`config.mk`:
```
export PLATFORM = sky130hd
export DESIGN_NAME = fetch_unit
export DESIGN_NICKNAME = d
export VERILOG_FILES = /design/src/rtl/fetch_unit.sv
export SDC_FILE = /design/constraint.sdc
export NUM_CORES = 1
export LEC_CHECK = 0
export ABC_CLOCK_PERIOD_IN_PS = 5550
export CAP_MARGIN = 10
export CELL_PAD_IN_SITES_DETAIL_PLACEMENT = 1
export CELL_PAD_IN_SITES_GLOBAL_PLACEMENT = 2
export CORE_UTILIZATION = 40
export CTS_CLUSTER_SIZE = 16
export DETAILED_ROUTE_END_ITERATION = 10
export PLACE_DENSITY = 0.78
export SLEW_MARGIN = 20
export SYNTH_ARGS = -nofsm -noshare
export SYNTH_HDL_FRONTEND = slang
export SYNTH_SLANG_ARGS = --single-unit
```
`constraint.sdc`:
```
create_clock -name clk -period 5.55 [get_ports clk]
set_input_delay 0.555 -clock clk [delete_from_list [all_inputs] [get_ports clk]]
set_output_delay 0.555 -clock clk [all_outputs]
set_load 0.1 [all_outputs]
```
`src/rtl/fetch_unit.sv`:
```
// rtl/fetch_unit.sv - instruction fetch: req/ack memory port, prefetch FIFO, redirect flush
// Optional FETCH_BYPASS_EN: an acked word passes straight to decode when the FIFO is empty.
module fetch_unit #(
  parameter int                DEPTH    = 4,
  parameter int                ADDR_W   = 16,
  parameter int                DATA_W   = 16,
  parameter logic [ADDR_W-1:0] RESET_PC = '0
) (
  input  logic                     clk,
  input  logic                     reset,
  output logic                     mem_req,
  output logic [ADDR_W-1:0]        mem_addr,
  input  logic                     mem_ack,
  input  logic [DATA_W-1:0]        mem_rdata,
  output logic                     instr_valid,
  output logic [DATA_W-1:0]        instr_data,
  output logic [ADDR_W-1:0]        instr_pc,
  input  logic                     instr_ready,
  input  logic                     redirect,
  input  logic [ADDR_W-1:0]        redirect_pc,
  output logic [$clog2(DEPTH):0]   count
);

  localparam int PTR_W = $clog2(DEPTH);
  localparam int CNT_W = PTR_W + 1;
  localparam logic [CNT_W:0] DEPTH_C = DEPTH[CNT_W:0];

  typedef enum logic [1:0] {IDLE, BUSY, DRAIN} state_t;

  state_t            state;
  logic [ADDR_W-1:0] fetch_pc;
  logic [DATA_W-1:0] data_q [DEPTH];
  logic [ADDR_W-1:0] pc_q [DEPTH];
  logic [PTR_W-1:0]  wr_ptr;
  logic [PTR_W-1:0]  rd_ptr;
  logic              fifo_valid;
  logic              mem_done;
  logic              bypass;
  logic              push;
  logic              pop;
  logic [CNT_W:0]    count_next;
  logic              slot_free;

  assign fifo_valid = (count != '0);
  assign mem_done   = (state == BUSY) && mem_ack && !redirect;
`ifdef FETCH_BYPASS_EN
  assign bypass     = mem_done && !fifo_valid;
`else
  assign bypass     = 1'b0;
`endif
  // A bypassed word taken by decode this cycle never occupies a FIFO slot.
  assign push       = mem_done && !(bypass && instr_ready);
  assign pop        = fifo_valid && instr_ready && !redirect;
  assign count_next = {1'b0, count} + {{CNT_W{1'b0}}, push} - {{CNT_W{1'b0}}, pop};
  assign slot_free  = (count_next < DEPTH_C);

  always_comb begin
    instr_valid = fifo_valid;
    instr_data  = data_q[rd_ptr];
    instr_pc    = pc_q[rd_ptr];
    if (bypass) begin
      instr_valid = 1'b1;
      instr_data  = mem_rdata;
      instr_pc    = mem_addr;
    end
  end

  always_ff @(posedge clk or posedge reset) begin
    if (reset) begin
      state    <= IDLE;
      fetch_pc <= RESET_PC;
      mem_req  <= 1'b0;
      mem_addr <= RESET_PC;
      wr_ptr   <= '0;
      rd_ptr   <= '0;
      count    <= '0;
      for (int i = 0; i < DEPTH; i++) begin
        data_q[i] <= '0;
        pc_q[i]   <= '0;
      end
    end else if (redirect) begin
      wr_ptr   <= '0;
      rd_ptr   <= '0;
      count    <= '0;
      fetch_pc <= redirect_pc;
      // An unanswered request must still complete before the new stream starts.
      case (state)
        BUSY: begin
          if (mem_ack) begin
            state   <= IDLE;
            mem_req <= 1'b0;
          end else begin
            state <= DRAIN;
          end
        end
        DRAIN: begin
          if (mem_ack) begin
            state   <= IDLE;
            mem_req <= 1'b0;
          end
        end
        default: state <= IDLE;
      endcase
    end else begin
      if (push) begin
        data_q[wr_ptr] <= mem_rdata;
        pc_q[wr_ptr]   <= mem_addr;
        wr_ptr         <= wr_ptr + 1'b1;
      end
      if (pop) begin
        rd_ptr <= rd_ptr + 1'b1;
      end
      count <= count_next[CNT_W-1:0];
      case (state)
        IDLE: begin
          if (slot_free) begin
            state    <= BUSY;
            mem_req  <= 1'b1;
            mem_addr <= fetch_pc;
          end
        end
        BUSY: begin
          if (mem_ack) begin
            fetch_pc <= fetch_pc + 1'b1;
            if (slot_free) begin
              mem_addr <= fetch_pc + 1'b1;
            end else begin
              state   <= IDLE;
              mem_req <= 1'b0;
            end
          end
        end
        DRAIN: begin
          if (mem_ack) begin
            state   <= IDLE;
            mem_req <= 1'b0;
          end
        end
        default: begin
          state   <= IDLE;
          mem_req <= 1'b0;
        end
      endcase
    end
  end

endmodule

```
==> run_summary.xml <==
<?xml version="1.0" encoding="UTF-8"?>
<metrics>
  <group name="synth">
    <metric name="yosysTopAreaCellShare" unit="%">52.9</metric>
    <metric name="synth-async-reset-ratio" unit="%">100</metric>
    <metric name="ys_types" unit="">43</metric>
    <metric name="synthesis.instances" unit="">589</metric>
    <metric name="syn-cell-area" unit="mm²">0.00804</metric>
    <metric name="synth-edff-count" unit="">0</metric>
    <metric name="netlist_top_cells_area" unit="">sky130_fd_sc_hd__dfrtp_1 (53%), sky130_fd_sc_hd__mux2_2 (18%), sky130_fd_sc_hd__mux4_2 (9.0%), sky130_fd_sc_hd__xor2_1 (2.2%), sky130_fd_sc_hd__ha_1 (1.9%)</metric>
    <metric name="count_of_yosys_warnings_during_synthesis" unit="">0</metric>
    <metric name="synthFlopType" unit="">sky130_fd_sc_hd__dfrtp_1</metric>
    <metric name="post_synthesis_net_count" unit="">639</metric>
    <metric name="synth_sequential_area_ratio" unit="%">52.9</metric>
    <metric name="synth_top_area_cell" unit="">sky130_fd_sc_hd__dfrtp_1</metric>
    <metric name="ys_ff_latch" unit="">170</metric>
    <metric name="postSynthAreaPerCell" unit="µm²">13.6</metric>
  </group>
  <group name="place">
    <metric name="postPlaceCellArea" unit="mm²">0.00915</metric>
    <metric name="hpwl" unit="µm">12000</metric>
    <metric name="number_of_buffers_inserted_by_port_buffering" unit="">89</metric>
    <metric name="final_weighted_congestion_of_routability_driven_global_placement" unit="">0.778</metric>
    <metric name="dp_cells" unit="">915</metric>
  </group>
  <group name="sta">
    <metric name="worst_slew_margin_rel" unit="%">31.8</metric>
    <metric name="final-setup-viol-count" unit="">0</metric>
    <metric name="rsz0062_at_grt" unit="">false</metric>
    <metric name="min_period" unit="ns">4.05</metric>
    <metric name="whs" unit="ns">0.501</metric>
    <metric name="report.final.slew_viol_count" unit="">0</metric>
    <metric name="finalSetupTns" unit="ns">0</metric>
    <metric name="maxClockFrequency" unit="GHz">0.247</metric>
    <metric name="worst_clock_skew" unit="ns">0.00683</metric>
    <metric name="tightestPinTransition" unit="ns">1.02</metric>
    <metric name="min_period_over_period" unit="%">73.0</metric>
    <metric name="finalHoldViolations" unit="">0</metric>
  </group>
  <group name="cts">
    <metric name="clock-sinks" unit="">170</metric>
    <metric name="cts_repair_resizes" unit="">0</metric>
    <metric name="tritoncts" unit="">done</metric>
    <metric name="holdBufCountCts" unit="">0</metric>
    <metric name="clk_pin_slew" unit="ns">0.06</metric>
    <metric name="ctsLongestPathBuffers" unit="">2</metric>
    <metric name="clock_latency" unit="ns">0.42</metric>
    <metric name="root_buffer" unit="">sky130_fd_sc_hd__clkbuf_16</metric>
    <metric name="cts_post_setup_buffers_inserted" unit="">0</metric>
    <metric name="numCtsBuffers" unit="">17</metric>
    <metric name="htreeDepth" unit="">4</metric>
  </group>
  <group name="worst_setup_path">
    <metric name="wp_depth" unit="">14</metric>
    <metric name="worst-r2r-cell-count" unit="">14</metric>
    <metric name="critPathMaxFanout" unit="">30</metric>
    <metric name="worst_ep_required_time" unit="ns">5.90</metric>
    <metric name="crit_chain" unit="">inv_1, ha_1, nand2_2, nor2_1, inv_1, ha_1, inv_1, ha_1, fa_1, or3_4, a221oi_4, buf_4, nor2_1, a21oi_2</metric>
    <metric name="ff2ff_setup_slack" unit="ns">1.50</metric>
    <metric name="critical_path.top_delay_family" unit="">adder cells</metric>
    <metric name="worstSetupEndpointType" unit="">flip-flop</metric>
    <metric name="crit_buf_inv" unit="">4</metric>
    <metric name="setup.worst_path.start_class" unit="">flip-flop</metric>
    <metric name="critical-path-slowest-cell" unit="">sky130_fd_sc_hd__ha_1</metric>
    <metric name="crit_arrival" unit="ns">4.41</metric>
    <metric name="critical_path_class" unit="">flip-flop to flip-flop</metric>
    <metric name="max_stage_delay" unit="ns">0.48</metric>
  </group>
  <group name="routing">
    <metric name="drc_errors" unit="">0</metric>
    <metric name="drt_iter0_drc" unit="">138</metric>
    <metric name="wl" unit="µm">17800</metric>
    <metric name="viasPerCell" unit="">5.19</metric>
    <metric name="antenna_violating_nets_remaining" unit="">0</metric>
    <metric name="route.detailed.wl_per_inst" unit="µm">18.8</metric>
    <metric name="first_pass_iters" unit="">4</metric>
    <metric name="via_count" unit="">4910</metric>
  </group>
  <group name="global_route">
    <metric name="grt_first_pass_wirelength" unit="µm">29500</metric>
    <metric name="grt_max_degree" unit="">94</metric>
    <metric name="met2_usage" unit="%">33.1</metric>
    <metric name="first_global_vias" unit="">5471</metric>
    <metric name="grt_met1_usage" unit="%">23.6</metric>
    <metric name="met3_usage" unit="%">4.03</metric>
    <metric name="grt-busiest-layer" unit="">met2</metric>
    <metric name="global_route.usage.total" unit="%">18.9</metric>
    <metric name="initial_antenna_violation_count" unit="">0</metric>
    <metric name="globalRouteOverflowTotal" unit="">0</metric>
  </group>
  <group name="finish">
    <metric name="n_antenna_cell" unit="">0</metric>
    <metric name="final_cell_count_no_fill" unit="">946</metric>
    <metric name="multiInputGateArea" unit="mm²">0.00354</metric>
    <metric name="final_layout_size_suffix_gt1_share" unit="%">33.2</metric>
    <metric name="final_std_cell_area_no_fill" unit="mm²">0.00967</metric>
    <metric name="seqCellArea" unit="mm²">0.00426</metric>
    <metric name="finish.net_count" unit="">719</metric>
    <metric name="syn2layout_area_growth" unit="%">20.3</metric>
    <metric name="fillCellCount" unit="">1991</metric>
  </group>
  <group name="floorplanning">
    <metric name="initial_core_util" unit="%">41.0</metric>
    <metric name="die_h" unit="µm">144</metric>
    <metric name="fp.coreArea" unit="mm²">0.0196</metric>
    <metric name="pin_count" unit="">90</metric>
    <metric name="fp-row-count" unit="">51</metric>
    <metric name="die-area" unit="mm²">0.0207</metric>
    <metric name="die_width" unit="µm">144</metric>
  </group>
  <group name="run_status">
    <metric name="status" unit="">finished, final reports clean</metric>
  </group>
  <group name="run">
    <metric name="maxCapViolations" unit="">0</metric>
  </group>
  <group name="min_path">
    <metric name="min-delay-path-class" unit="">flip-flop to flip-flop</metric>
    <metric name="worstHoldPathCells" unit="">1</metric>
  </group>
</metrics>
[cell usage in the layout (no fill, tap or decap), types with 10 or more instances in the layout]
| master | instances |
|---|---|
| sky130_fd_sc_hd__mux4_2 | 32 |
| sky130_fd_sc_hd__dfrtp_1 | 168 |
| sky130_fd_sc_hd__nand3_1 | 11 |
| sky130_fd_sc_hd__buf_4 | 10 |
| sky130_fd_sc_hd__nand2_1 | 40 |
| sky130_fd_sc_hd__mux2_2 | 129 |
| sky130_fd_sc_hd__clkbuf_16 | 17 |
| sky130_fd_sc_hd__nor2_1 | 29 |
| sky130_fd_sc_hd__clkdlybuf4s50_1 | 89 |
| sky130_fd_sc_hd__xnor2_1 | 14 |
| sky130_fd_sc_hd__o21ai_0 | 18 |
| sky130_fd_sc_hd__xor2_1 | 20 |
| sky130_fd_sc_hd__ha_1 | 12 |
| sky130_fd_sc_hd__a21oi_2 | 15 |
| sky130_fd_sc_hd__inv_1 | 11 |
[final timing paths]
check                            from            to
setup / recovery             state[1]  mem_addr[14]
hold / removal             data_q[10]    data_q[10]
setup reg to reg             state[1]  mem_addr[14]
hold reg to reg            data_q[10]    data_q[10]
max in group asynchronous       reset      pc_q[11]
min in group asynchronous       reset    data_q[43]
[routing by layer]
metal  wire length, µm  share of wire [%]
met2              9170                 52
met5                 0                  0
met4               160               0.90
met1              7850                 44
met3               584                3.3
[per-stage QoR]
stage | utilization, % | setup WS (ns)
5_1_grt | 49.4 | 1.19
2_1_floorplan | - | 0.392
6_report | 49.4 | 1.50
3_5_place_dp | 46.7 | 1.21
4_1_cts | 49.4 | 1.49
3_3_place_gp | 46.7 | 1.32
[state kept, by name (all words and copies together) (netlist names)]
name      flops
wr_ptr        2
mem_req       1
rd_ptr        2
pc_q         64
state         2
fetch_pc     16
mem_addr     16
count         3
data_q       64
[Yosys cell counts (2+ instances only)]
cell type	number
sky130_fd_sc_hd__a211oi_1	2
sky130_fd_sc_hd__a21oi_1	5
sky130_fd_sc_hd__a21oi_2	15
sky130_fd_sc_hd__and3_1	5
sky130_fd_sc_hd__and4_1	2
sky130_fd_sc_hd__buf_2	18
sky130_fd_sc_hd__buf_4	2
sky130_fd_sc_hd__buf_6	3
sky130_fd_sc_hd__clkbuf_1	15
sky130_fd_sc_hd__dfrtp_1	170
sky130_fd_sc_hd__ha_1	12
sky130_fd_sc_hd__inv_1	12
sky130_fd_sc_hd__mux2_2	129
sky130_fd_sc_hd__mux2i_1	2
sky130_fd_sc_hd__mux4_2	32
sky130_fd_sc_hd__nand2_1	40
sky130_fd_sc_hd__nand3_1	11
sky130_fd_sc_hd__nand4_1	6
sky130_fd_sc_hd__nor2_1	29
sky130_fd_sc_hd__nor2b_1	4
sky130_fd_sc_hd__nor3_1	3
sky130_fd_sc_hd__o21ai_0	18
sky130_fd_sc_hd__o31ai_1	2
sky130_fd_sc_hd__xnor2_1	14
sky130_fd_sc_hd__xor2_1	20
[layout make-up]
type | instances | area share, %
repair buffers | 99 | 9.99
clock buffers | 23 | 4.94
inverters | 12 | 0.517
well taps | 265 | 3.43
clock inverters | 8 | 0.479
multi-input cells | 369 | 36.6
flip-flops and latches | 170 | 44.0
[cell families after synthesis]
family                     after synthesis  synth area share [%]
AOI/OAI and AO/OA                       51                  4.67
xor gates and xnor gates                34                  3.70
adders and majority gates               13                  2.12
buffers and inverters                   50                  2.99
DFF                                    170                  52.9
muxes                                  163                  27.3
and+or+nand+nor                        108                  6.30
Power is not shown: default switching activity piles up to over one toggle a cycle in this logic, so the estimate is an artifact.
